### config.mk
export PLATFORM = sky130hd
export DESIGN_NAME = register_bist
export DESIGN_NICKNAME = d
export VERILOG_FILES = /design/src/rtl/register_bist.sv
export SDC_FILE = /design/constraint.sdc
export NUM_CORES = 1
export LEC_CHECK = 0
export ABC_AREA = 1
export CAP_MARGIN = 20
export CORE_UTILIZATION = 47
export CTS_CLUSTER_SIZE = 30
export DETAILED_ROUTE_END_ITERATION = 6
export GPL_ROUTABILITY_DRIVEN = 0
export PLACE_DENSITY = 0.78
export SETUP_SLACK_MARGIN = 0.5
export SLEW_MARGIN = 5
export SYNTH_ARGS = -nofsm -noshare
export SYNTH_HDL_FRONTEND = slang
export SYNTH_SLANG_ARGS = --single-unit
### constraint.sdc
create_clock -name clk -period 2.15 [get_ports clk]
set_clock_uncertainty 0.2 [all_clocks]
set_input_delay 0.43 -clock clk [delete_from_list [all_inputs] [get_ports clk]]
set_output_delay 0.43 -clock clk [all_outputs]
set_load 0.005 [all_outputs]
### src/rtl/register_bist.sv
// Built-in self test for a single WIDTH-bit register with synchronous reset.
// Runs four write/read-back steps and reports pass/fail, error count and first failure.
module register_bist #(
    parameter int WIDTH        = 8,
    parameter bit STOP_ON_FAIL = 1'b0
) (
    input  logic             clk,
    input  logic             rst,
    input  logic             start,
    output logic [WIDTH-1:0] dut_data_in,
    output logic             dut_rst,
    input  logic [WIDTH-1:0] dut_data_out,
    output logic             busy,
    output logic             done,
    output logic             pass,
    output logic             fail,
    output logic [3:0]       err_count,
    output logic [1:0]       fail_step,
    output logic [WIDTH-1:0] fail_value
);

    typedef enum logic [1:0] {
        S_IDLE   = 2'd0,
        S_DRIVE  = 2'd1,
        S_CHECK  = 2'd2,
        S_FINISH = 2'd3
    } state_e;

    state_e           state_q, state_d;
    logic [1:0]       step_q, step_d;
    logic [WIDTH-1:0] din_q, din_d;
    logic             drst_q, drst_d;
    logic             busy_q, busy_d;
    logic             done_q, done_d;
    logic             pass_q, pass_d;
    logic             fail_q, fail_d;
    logic [3:0]       err_q, err_d;
    logic [1:0]       fstep_q, fstep_d;
    logic [WIDTH-1:0] fval_q, fval_d;
    logic             mismatch_s;
    logic [3:0]       err_next_s;

    function automatic logic [WIDTH-1:0] step_data(input logic [1:0] step);
        case (step)
            2'd0:    step_data = {(WIDTH/2){2'b01}};
            2'd1:    step_data = {(WIDTH/2){2'b10}};
            default: step_data = {WIDTH{1'b1}};
        endcase
    endfunction

    function automatic logic step_rst(input logic [1:0] step);
        step_rst = (step == 2'd3);
    endfunction

    function automatic logic [WIDTH-1:0] step_expect(input logic [1:0] step);
        case (step)
            2'd3:    step_expect = {WIDTH{1'b0}};
            default: step_expect = step_data(step);
        endcase
    endfunction

    // Compare read-back; the if/else form sends any unknown bit down the mismatch path.
    always_comb begin
        if (dut_data_out == step_expect(step_q)) begin
            mismatch_s = 1'b0;
        end else begin
            mismatch_s = 1'b1;
        end
    end

    // Saturating error count including the current step's result.
    always_comb begin
        if (mismatch_s && (err_q != 4'd15)) begin
            err_next_s = err_q + 4'd1;
        end else begin
            err_next_s = err_q;
        end
    end

    // Next-state and next-output computation for the sequencer.
    always_comb begin
        state_d = state_q;
        step_d  = step_q;
        din_d   = din_q;
        drst_d  = drst_q;
        busy_d  = busy_q;
        done_d  = 1'b0;
        pass_d  = pass_q;
        fail_d  = fail_q;
        err_d   = err_q;
        fstep_d = fstep_q;
        fval_d  = fval_q;
        case (state_q)
            S_IDLE: begin
                din_d  = {WIDTH{1'b0}};
                drst_d = 1'b0;
                if (start) begin
                    state_d = S_DRIVE;
                    step_d  = 2'd0;
                    err_d   = 4'd0;
                    pass_d  = 1'b0;
                    fail_d  = 1'b0;
                    fstep_d = 2'd0;
                    fval_d  = {WIDTH{1'b0}};
                    busy_d  = 1'b1;
                    din_d   = step_data(2'd0);
                    drst_d  = step_rst(2'd0);
                end else begin
                    state_d = S_IDLE;
                end
            end
            S_DRIVE: begin
                state_d = S_CHECK;
            end
            S_CHECK: begin
                err_d = err_next_s;
                if (mismatch_s && (err_q == 4'd0)) begin
                    fstep_d = step_q;
                    fval_d  = dut_data_out;
                end else begin
                    fstep_d = fstep_q;
                end
                if ((step_q != 2'd3) && !((STOP_ON_FAIL == 1'b1) && mismatch_s)) begin
                    state_d = S_DRIVE;
                    step_d  = step_q + 2'd1;
                    din_d   = step_data(step_q + 2'd1);
                    drst_d  = step_rst(step_q + 2'd1);
                end else begin
                    state_d = S_FINISH;
                    done_d  = 1'b1;
                    pass_d  = (err_next_s == 4'd0);
                    fail_d  = (err_next_s != 4'd0);
                    busy_d  = 1'b0;
                    din_d   = {WIDTH{1'b0}};
                    drst_d  = 1'b0;
                end
            end
            S_FINISH: begin
                state_d = S_IDLE;
            end
            default: begin
                state_d = S_IDLE;
            end
        endcase
    end

    // State and output registers; reset clears everything asynchronously.
    always_ff @(posedge clk or negedge rst) begin
        if (!rst) begin
            state_q <= S_IDLE;
            step_q  <= 2'd0;
            din_q   <= {WIDTH{1'b0}};
            drst_q  <= 1'b0;
            busy_q  <= 1'b0;
            done_q  <= 1'b0;
            pass_q  <= 1'b0;
            fail_q  <= 1'b0;
            err_q   <= 4'd0;
            fstep_q <= 2'd0;
            fval_q  <= {WIDTH{1'b0}};
        end else begin
            state_q <= state_d;
            step_q  <= step_d;
            din_q   <= din_d;
            drst_q  <= drst_d;
            busy_q  <= busy_d;
            done_q  <= done_d;
            pass_q  <= pass_d;
            fail_q  <= fail_d;
            err_q   <= err_d;
            fstep_q <= fstep_d;
            fval_q  <= fval_d;
        end
    end

    assign dut_data_in = din_q;
    assign dut_rst     = drst_q;
    assign busy        = busy_q;
    assign done        = done_q;
    assign pass        = pass_q;
    assign fail        = fail_q;
    assign err_count   = err_q;
    assign fail_step   = fstep_q;
    assign fail_value  = fval_q;

endmodule

[After elaboration in Yosys (flattened, before gate mapping)]
Index checks and enable logic that the tools add are counted.
Cells by class
  add/sub/neg operators: 2
  eq/ne operators: 14
  muxes and demuxes: 33
  reductions and logical operators: 13
Operator list (number)
  $pmux W8 S2: 4
  $mux W8: 4
  $mux W1: 10
  $ne A2 B2 Y1 const B: 5
  $reduce_and A3 Y1: 3
  $eq A2 B2 Y1 const B: 4
  $eq A8 B8 Y1: 1
  $logic_not A4 Y1: 2
  $mux W2: 4
  $mux W4: 2
  $pmux W1 S2: 4
  $pmux W2 S2: 2
  $pmux W2 S4: 1
  $pmux W4 S2: 1
  $mux W7: 1
  $eq A2 B1 Y1 const B: 3
  $logic_not A2 Y1: 3
  $add A4 B1 Y4 const B: 1
  $ne A4 B4 Y1 const B: 1
  $reduce_bool A4 Y1: 1
  $add A2 B1 Y2 const B: 1
  $logic_and A1 B1 Y1: 2
  $reduce_and A2 Y1: 1
  $reduce_bool A2 Y1: 1
Word-level totals
  register bits after elaboration: 31
  input port bits: 11
  output and inout bits: 27
  word-level logic and storage cells: 73

[Longest topological paths before layout]
Gate-level depths: netlist (run 1).
  depth in word-level cells: 10
  gate-level depth with buffers: 15
  depth with buffers taken out: 15

[Worst setup path before layout (run 1)]
OpenSTA, ideal clock, no wires.
  path type: register -> register
  from: register step_q[0]
  to: register fstep_q[0] (netlist: fail_step[0])
  setup time: 130 ps
  arrival: 1613 ps
  required time: 1820 ps
  setup slack: 207 ps
  cell stages (with the launch flop): 13
  path buffers: 1
  period minus slack after synthesis: 1943 ps
  cell sequence: dfrtp_1 inv_1 ha_1 inv_2 nand3_1 nand2_1 nand2_1 inv_1 nand2_2 nand3_1 a21oi_2 buf_6 o22ai_1
On the way
  cells in the longest elaborated chain, start to end: 8
  elaborated cells on any way between the ends: 12
  classes of those cells: eq/ne: 4; mux: 5; reduce/logical: 3
Ends and longest elaborated chain
  start, declared: RTL line 30  | logic [1:0] step_q, step_d;
  start signal, assigned: RTL line 163  | step_q <= step_d;
  $eq A2 B1 Y1 or $logic_not A2 Y1 (tied branches): RTL line 44  | case (step)
  $pmux W8 S2: RTL line 44
  $mux W8: RTL line 56  | case (step)
  $eq A8 B8 Y1: RTL line 64  | if (dut_data_out == step_expect(step_q)) begin
  $mux W1: RTL line 64
  $logic_and A1 B1 Y1: RTL line 117  | if (mismatch_s && (err_q == 4'd0)) begin
  $ne A2 B2 Y1 (no line)
  $reduce_and A3 Y1 (no line)
  end signal, assigned: RTL line 171  | fstep_q <= fstep_d;
  end, declared: RTL line 38  | logic [1:0] fstep_q, fstep_d;
Several ways; a longest one is shown, not always the timed one. The select of a mux whose other input is x is not followed.
A chain may end at the register's enable or synchronous reset.

[Worst setup path in the final report (run 1)]
  from: register step_q[0]
  to: register fail_q (netlist: fail)
On the way
  cells in the longest elaborated chain, start to end: 10
  elaborated cells on any way between the ends: 15
  classes of those cells: eq/ne: 5; mux: 6; reduce/logical: 4
Ends and longest elaborated chain
  $eq A2 B1 Y1 or $logic_not A2 Y1 (tied branches): RTL line 44
  $pmux W8 S2: RTL line 44
  $mux W8: RTL line 56
  $eq A8 B8 Y1: RTL line 64
  $mux W1: RTL line 64
  $logic_and A1 B1 Y1: RTL line 73  | if (mismatch_s && (err_q != 4'd15)) begin
  $mux W4: RTL line 73
  $reduce_bool A4 Y1: RTL line 132  | fail_d = (err_next_s != 4'd0);
  $mux W1: RTL line 123  | if ((step_q != 2'd3) && !((STOP_ON_FAIL == 1'b1) && mismatch_s)) begin
  $pmux W1 S2: RTL line 93  | case (state_q)
  end signal, assigned: RTL line 169  | fail_q <= fail_d;
  end, declared: RTL line 36  | logic fail_q, fail_d;
Several ways; a longest one is shown, not always the timed one. The select of a mux whose other input is x is not followed.

==> summary.md, run 1 <==
| Metric | Value |
|---|---|
| Clock Tree Buf Depth | 2 |
| Netlist Area Pre-Place | 0.00134 mm² |
| Avg Inst Size Synth | 8.26 µm² |
| CTS buffer count | 3 |
| Top-count cell post-synth | nand2_1 |
| Global-route wire length before repair | 6000 µm |
| CP Capture Type | flop |
| Syn_nets | 179 |
| Switching part of the total | 0.416 |
| Core area | 0.00259 mm² |
| Dominant cells by area after synthesis | dfrtp_1 (47%), nand2_1 (10%), inv_1 (7.6%) |
| Final hold slack | 0.257 ns |
| P per Cell Area | 1390 mW/mm² |
| FP Rows | 18 |
| N_diodes | 0 |
| Tcrit/Tclk final | 0.972 |
| Cell count after synthesis | 162 |
| Peak VDD IR | 1020 µV |
| #FFs+latches synth | 25 |
| Psw | 1280 µW |
| Clock power frac | 0.068 |
| LEAKAGE | 0.00111 µW |
| Area Growth Syn to Fin | 65.7% |
| Wirelength, routed | 3950 µm |
| Worst-Margin Slew | 0.347 ns |
| Overall power | 3090 µW |
| Chip width | 55.4 µm |
| Crit path DAT | 2.11 ns |
| Post-DR wirelength/cell | 15.0 µm |
| Slew Limit Headroom | 0.767 |
| Synth warnings | 0 |
| Sequential Power Share | 0.252 |
| DR pass1 iterations | 4 |
| Comb power frac | 0.679 |
| CTS Hold Bufs | 0 |
| Initial Util | 0.517 |
| Post-synth EDFFs | 0 |
| Tmin final | 2.09 ns |
| H-Tree Level Count | 1 |
| NumNets Final | 252 |
| Drt drc | 0 |
| Final core utilization | 0.857 |
| Total gr overflow | 0 |
| ANT nets after route | 0 |
| Clk_lat worst skew | 0.31 ns |
| Critical path type | reg -> reg |
| Status | completed |
| CTS tree | done |
| Internal | 1800 µW |
| Clock Pin Slew Worst Setup and Hold Paths | 0.13 ns |
| Max cap viols | 0 |
| Root Driver | clkbuf_4 |
| Via count | 1415 |
| Share of layout cells above drive strength 1 | 0.419 |
| Total Routing Usage GR | 0.245 |
| I/O pins | 38 |
| Antenna violations before repair | 0 |
| Crit path max fanout | 6 |
| Slew Viols, Final | 0 |
| Chip Height | 55.4 µm |
| # setup viols final | 0 |
| Synth Flop Type | dfrtp_1 |
| Via density | 5.36 |
| Hold Path Class | in -> async |
| Fmax | 478 MHz |
| DPL Wire Length | 2230 µm |
| Post-synth ARST share | 1.00 |
| Startpoint Class | flop |
| Seq/Total Area, Yosys | 0.467 |
| Die footprint | 0.00307 mm² |
| Drt initial violations | 41 |
| RSZ-0062 raised after global routing | true |
| Yosys cell types | 27 |
| Top post-synthesis cells by count | nand2_1 (37), inv_1 (27), dfrtp_1 (25) |
| Pin count of the biggest net entering global routing | 26 |
| Vias in the first global route | 1362 |
| CTS sink count | 25 |
| Final Hold Fails | 0 |
| Post-synth top area share | 0.467 |
| Leading area contributor after synthesis | dfrtp_1 |
| Critical Path RT | 2.17 ns |
| I/O Buffers | 37 |
==> path summary, 6_finish.rpt <==
kind                                    start             to  slack (ns)  cells after the start
worst max-delay path                step_q[0]           fail        0.06                     15
worst min-delay path                      rst           busy        0.26                      2
worst max register to register      step_q[0]           fail        0.06                     15
worst min register to register  fail_value[1]  fail_value[1]        0.35                      2
max in group asynchronous                 rst      step_q[1]        1.23                      2
min in group clk                fail_value[1]  fail_value[1]        0.35                      2
==> power by group through the flow <==
stage / clock network, µW / logic [µW] / registers [µW]
final: 210 / 2100 / 780
after global routing: 235 / 2240 / 804
after CTS: 211 / 1780 / 785
after detailed placement: 0 / 1400 / 791
after global placement: 0 / 1360 / 782
after floorplan: 0 / 827 / 782
==> cells by family (layout without fill, tap and decap cells) <==
| family | Yosys count | count (layout) | synth area share |
|---|---|---|---|
| flops | 25 | 25 | 0.467 |
| compound gates | 25 | 25 | 0.121 |
| buf+inv | 40 | 112 | 0.136 |
| fa+ha+maj | 6 | 6 | 0.0561 |
| simple gates | 66 | 66 | 0.219 |
==> critical path, cell delays in order, from the launching register on <==
cell     delay [ns]
dfrtp_2        0.47
inv_2          0.10
ha_4           0.22
inv_4          0.07
nand3_2        0.06
nand2_2        0.07
nand2_1        0.05
inv_1          0.06
nand2_2        0.09
buf_12         0.15
nand3_1        0.09
nand2_2        0.09
nor2_2         0.09
nand2_1        0.08
nand2_1        0.06
nand2_1        0.05
==> stage by stage <==
step                      setup WS (ns)  TNS, ns  cells  instance area [µm²]
final                            0.0601        0    264                 2220
after global routing            -0.0892   -0.164    264                 2220
after CTS                         0.131        0    256                 2070
after detailed placement        -0.0750   -0.568    230                 1790
after global placement          -0.0352   -0.310    230                 1790
after floorplan                   0.292        0    162                 1370
==> per-layer routing <==
| metal | GRT usage | vias to the layer above | wire (µm) |
|---|---|---|---|
| met4 | 0.0929 | 0 | 36 |
| met2 | 0.435 | 59 | 2140 |
| met5 | 0 | - | 0 |
| met1 | 0.299 | 700 | 1580 |
| li1 | - | 648 | - |
| met3 | 0.0328 | 8 | 198 |
==> cells in the final DEF, fill, tap and decap left out, types with 2 or more instances in the layout <==
cell / instances
buf_4: 30
nand2_1: 28
inv_1: 25
dfrtp_1: 22
clkdlybuf4s15_1: 17
buf_6: 12
nand2_2: 11
clkdlybuf4s50_1: 10
o22ai_2: 8
nor2_1: 7
nand3_1: 7
nand3_2: 5
dlygate4sd2_1: 5
inv_2: 4
o21ai_1: 4
o21ai_2: 3
ha_1: 3
clkbuf_4: 3
dfrtp_2: 3
inv_4: 2
nand2_4: 2
nor2_2: 2
a21oi_2: 2
o21ai_0: 2
ha_4: 2
==> cell type report <==
class                      instances  area, µm²
sequential                        25        629
clock buffer                       4       26.3
fill                             129        372
timing repair buffer              76        699
inverter                          32        126
tap                               30       37.5
multi-input combinational         97        699
==> flip-flops by register name, indices dropped and copies added (netlist names) <==
| name | flops |
|---|---|
| busy | 1 |
| done | 1 |
| dut_data_in | 2 |
| dut_rst | 1 |
| err_count | 4 |
| fail | 1 |
| fail_step | 2 |
| fail_value | 8 |
| pass | 1 |
| state_q | 2 |
| step_q | 2 |
==> timing repair <==
item                                    4_1_cts  5_1_grt
resized for setup                            77       34
endpoints found under the hold margin         0        0
endpoints found under the setup margin       45       41
pin swaps                                    10        7
setup buffers                                22        8
No activity file was read; power rests on OpenSTA's default activity.
==> inputs of run 2 (changes only) <==
CELL_PAD_IN_SITES_DETAIL_PLACEMENT = 2   (was not set)
CELL_PAD_IN_SITES_GLOBAL_PLACEMENT = 2   (was not set)
CORE_MARGIN = 2   (was not set)
CORE_UTILIZATION = 27   (was 47)
==> run 2 against run 1 <==
Against the previous run:
- via count shrank 1.7%
- clock-buffer cell count stayed put
- die area up 81%
- design area rose by 4.9%
- worst setup slack improved by 0.0035 ns
- flip-flop and latch count is the same
- wire length up 41%
- critical path depth is the same
- global-route usage fell by 4.9 points
- maximum frequency increased by 0.17%
- largest power group unchanged
==> summary.md, run 2 (synthesis results as in run 1) <==
| Metric | Value |
|---|---|
| NumNets Final | 255 |
| Total Routing Usage GR | 0.196 |
| Clock Pin Slew Worst Setup and Hold Paths | 0.09 ns |
| R2r startpoint | step_q[0] |
| Crit path max fanout | 8 |
| Crit path DAT | 2.06 ns |
| DPL Wire Length | 3190 µm |
| ANT nets after route | 0 |
| Clock Tree Buf Depth | 2 |
| Initial Util | 0.282 |
| Wirelength, routed | 5580 µm |
| Antenna violations before repair | 0 |
| R2R Setup Slk | 0.06 ns |
| Hold Path Class | reg -> reg |
| Critical Path RT | 2.13 ns |
| FF-to-FF End | fail |
| H-Tree Level Count | 1 |
| Clk_lat worst skew | 0.27 ns |
| DR pass1 iterations | 4 |
| Critical path endpoint | fail |
| CP Capture Type | flop |
| Final Hold Fails | 0 |
| Post-DR wirelength/cell | 18.3 µm |
| Peak VDD IR | 561 µV |
| Worst Setup Slack, final | 0.0636 ns |
| FP Rows | 25 |
| Most frequent cells in the layout | buf_4 (38), inv_1 (22), nand2_1 (22) |
| Slew Limit Headroom | 0.750 |
| CTS buffer count | 3 |
| Worst-Margin Slew | 0.374 ns |
| P per Cell Area | 1420 mW/mm² |
| Chip Height | 74.4 µm |
| Slew Viols, Final | 0 |
| Die footprint | 0.00554 mm² |
| Pin count of the biggest net entering global routing | 26 |
| Core area | 0.00475 mm² |
| Startpoint Class | flop |
| Post-route cell area | 0.00233 mm² |
| Total gr overflow | 0 |
| I/O pins | 38 |
| I/O Buffers | 37 |
| N_diodes | 0 |
| Drt drc | 0 |
| Via count | 1391 |
| Chip width | 74.4 µm |
| Root Driver | clkbuf_8 |
| Crit path launch | step_q[0] |
| Dpl ws | -0.217 ns |
| Reg2Reg Depth | 15 |
| CTS tree | done |
| Via density | 4.58 |
| Largest register FFs | 8 |
| Tcrit/Tclk final | 0.970 |
| Vias in the first global route | 1626 |
| Area Growth Syn to Fin | 73.8% |
| Placed inst area | 0.00184 mm² |
| Worst hold stages | 2 |
| Drt initial violations | 25 |
| LEAKAGE | 0.00116 µW |
| Status | completed |
| Tmin final | 2.09 ns |
| # setup viols final | 0 |
| Share of layout cells above drive strength 1 | 0.489 |
| Global-route wire length before repair | 8010 µm |
| Commonest non-fill, non-tap cell in the layout | buf_4 |
| RSZ-0062 raised after global routing | true |
| Critical path type | reg -> reg |
| CTS sink count | 25 |
| Max cap viols | 0 |
| Fmax | 479 MHz |
-- run 2: cell count changes in the layout (fill, tap and decap cells not counted), moves of 4 or more --
cell and change:
clkdlybuf4s15_1 -16, clkbuf_2 +5, buf_6 -8, nand2_2 +4, dlygate4sd2_1 +16, nand2_1 -6
buf_4 +8
-- run 2: worst min-delay path by stage --
stage	startpoint	end	slack, ns
3_5_place_dp	fail	fail	0.27
3_3_place_gp	busy	busy	0.27
6_report	fail	fail	0.28
5_1_grt	fail	fail	0.33
2_1_floorplan	rst	busy	-0.07
4_1_cts	fail	fail	0.29
-- run 2: metrics by stage --
stage	total power, µW	hold slack (ns)	utilization	setup TNS [ns]	cells
6_report	3310	0.280	0.489	0	304
5_1_grt	3540	0.335	0.489	-0.0929	304
4_1_cts	2890	0.290	0.451	0	297
3_5_place_dp	2260	0.271	0.387	-1.95	269
3_3_place_gp	2160	0.265	0.387	-0.535	269
2_1_floorplan	1610	-0.0656	-	0	162
-- run 2: per-layer routing --
layer | vias up | track usage | part of all wire
met5 | - | 0 | 0
met4 | 0 | 0.0893 | 0.016
met3 | 7 | 0.0176 | 0.022
met2 | 32 | 0.387 | 0.57
met1 | 697 | 0.205 | 0.39
li1 | 655 | - | -
-- run 2: final cells by class --
class                   count  area [µm²]
well taps                  67        83.8
clock buffers               4        45.0
inverters                  32         133
flip-flops and latches     25         631
fillers                   538        2430
multi-input cells          97         786
repair buffers             79         649
-- run 2: critical path: stages, from the launching register on --
cell and delay, ns:
dfrtp_2 0.43, inv_2 0.07, ha_4 0.31, inv_4 0.05, nand3_2 0.06, nand2_2 0.07
nand2_2 0.09, inv_4 0.05, nand2_8 0.10, nand2_4 0.08, nand2_2 0.07, nand2_2 0.07
nor2_2 0.14, nand2_2 0.08, nand2_1 0.06, nand2_1 0.04
-- run 2: power by group --
| group | internal, µW | switching (µW) |
|---|---|---|
| Sequential | 643 | 151 |
| Clock | 133 | 157 |
| Combinational | 1050 | 1170 |
-- run 2: timing repair --
item                                    in CTS  in global routing
buffers inserted                            24                  7
hold buffers                                 0                  0
endpoints found under the setup margin      47                 26
pin swaps                                   15                 10
resized for setup                           61                 48
==> inputs of run 3 (changes only) <==
clock period = 2.25 ns   (was 2.15 ns; I/O delays follow)
==> run 3 against run 2 <==
Against the previous run:
- global-route usage shrank 1.7 points
- total power shrank 15%
- critical endpoint is now pass
- final cell count shrank 4.6%
- wire length shrank 18%
- first-iteration DRC count grew 96%
- clock power shrank 1%
==> summary.md, run 3 (synthesis results as in run 1) <==
| Metric | Value |
|---|---|
| Status | completed |
| Max cap viols | 0 |
| Antenna violations before repair | 0 |
| Pin count of the biggest net entering global routing | 26 |
| Area Growth Syn to Fin | 59.7% |
| Final hold slack | 0.303 ns |
| Drt initial violations | 49 |
| ANT nets after route | 0 |
| Reg area | 628 µm² |
| Critical Path RT | 2.26 ns |
| Initial Util | 0.282 |
| # setup viols final | 0 |
| Die footprint | 0.00554 mm² |
| I/O pins | 38 |
| Placed inst area | 0.00180 mm² |
| Hold Path Class | reg -> reg |
| Global-route wire length before repair | 7390 µm |
| Tmin final | 2.05 ns |
| NumNets Final | 241 |
| Slew Viols, Final | 0 |
| I/O Buffers | 37 |
| Total gr overflow | 0 |
| LEAKAGE | 0.00110 µW |
| Area of the multi-input gates | 694 µm² |
| CTS Hold Bufs | 0 |
| Startpoint Class | flop |
| R2R Setup Slk | 0.20 ns |
| Crit path max fanout | 8 |
| Clk_lat worst skew | 0.28 ns |
| Peak VDD IR | 534 µV |
| CP Capture Type | flop |
| Chip width | 74.4 µm |
| Worst-Margin Slew | 0.385 ns |
| Clock Pin Slew Worst Setup and Hold Paths | 0.09 ns |
| Commonest non-fill, non-tap cell in the layout | nand2_1 |
| Final Hold Fails | 0 |
| Share of layout cells above drive strength 1 | 0.354 |
| P per Cell Area | 1320 mW/mm² |
| Clock Tree Buf Depth | 2 |
| CP max-delay cell | dfrtp_2 |
| FP Rows | 25 |
| Root Driver | clkbuf_8 |
| RSZ-0062 raised after global routing | true |
| H-Tree Level Count | 1 |
| CTS buffer count | 3 |
| Largest register FFs | 8 |
| Vias in the first global route | 1467 |
| Core area | 0.00475 mm² |
| Crit path DAT | 2.06 ns |
| Chip Height | 74.4 µm |
| Max incr delay on CP | 0.44 ns |
| Fmax | 487 MHz |
| Critical path type | reg -> reg |
| Post-route cell area | 0.00214 mm² |
| Drt drc | 0 |
| Slew Limit Headroom | 0.741 |
| Post-DR wirelength/cell | 15.8 µm |
| Via count | 1333 |
| DR pass1 iterations | 4 |
| Filler instances | 533 |
| DPL Wire Length | 2990 µm |
| Most frequent cells in the layout | nand2_1 (32), dlygate4sd2_1 (25), buf_4 (25) |
| Tcrit/Tclk final | 0.913 |
| Final core utilization | 0.450 |
| Critical Path, Cell by Cell | inv_2, ha_4, inv_4, nand3_2, nand2_1, nand2_1, inv_2, nand2_4, nand2_2, nand2_2, nand2_2, nor2_2, nand2_1, a21oi_1 |
| CTS sink count | 25 |
| N_diodes | 0 |
| Wirelength, routed | 4580 µm |
| CTS tree | done |
| Total Routing Usage GR | 0.178 |
| Via density | 4.60 |
run 3: changes by cell type in the layout (fill, tap and decap cells not counted), moves of 4 or more:
cell	change
dlygate4sd2_1	+4
buf_4	-13
clkbuf_2	-5
nand2_1	+10
nand2_2	-8
run 3: where the power goes:
part / switching [µW] / total (µW) / internal [µW]
combinational: 940 / 1770 / 835
sequential: 140 / 752 / 612
clock: 158 / 286 / 127
total: 1240 / 2810 / 1570
run 3: path summary, 6_finish.rpt:
kind	endpoint	startpoint	cells after the start
min in group asynchronous	dut_data_in[5]	rst	2
min	busy	busy	2
min reg2reg	busy	busy	2
max reg2reg	pass	step_q[0]	14
max in group asynchronous	step_q[0]	rst	2
max	pass	step_q[0]	14
run 3: routing by layer:
metal  global-route usage  part of all wire  routed length (µm)
met1                0.228              0.43                1960
met2                0.300              0.53                2410
met3               0.0163             0.029                 134
met4               0.0933             0.016                  71
met5                    0                 0                   0
run 3: final cells by class:
cell class | instances | area share
multi-input cells | 97 | 0.325
well taps | 67 | 0.0392
inverters | 32 | 0.0591
flip-flops and latches | 25 | 0.294
repair buffers | 65 | 0.262
clock buffers | 4 | 0.0211
run 3: repair_timing:
action,CTS,global route
pin swaps,9,9
setup endpoints to repair,45,24
setup buffers,20,3
resized for setup,57,13
run 3: critical path, delay by kind of cell, from the launching register on:
kind,cells,cell delay [ns]
adders and majority gates,1,0.30
DFF,1,0.44
AOI/OAI and AO/OA,1,0.14
buffers and inverters,3,0.17
and+or+nand+nor,9,0.71
run 3: through the flow:
step / instances / setup WS, ns / power, µW / setup TNS, ns
finish: 290 / 0.196 / 2810 / 0
global route: 290 / 0.0436 / 3040 / 0
CTS: 287 / 0.259 / 2680 / 0
detailed placement: 263 / -0.0349 / 2140 / -0.0622
global placement: 263 / 0.0697 / 2060 / 0
floorplan: 162 / 0.392 / 1540 / 0
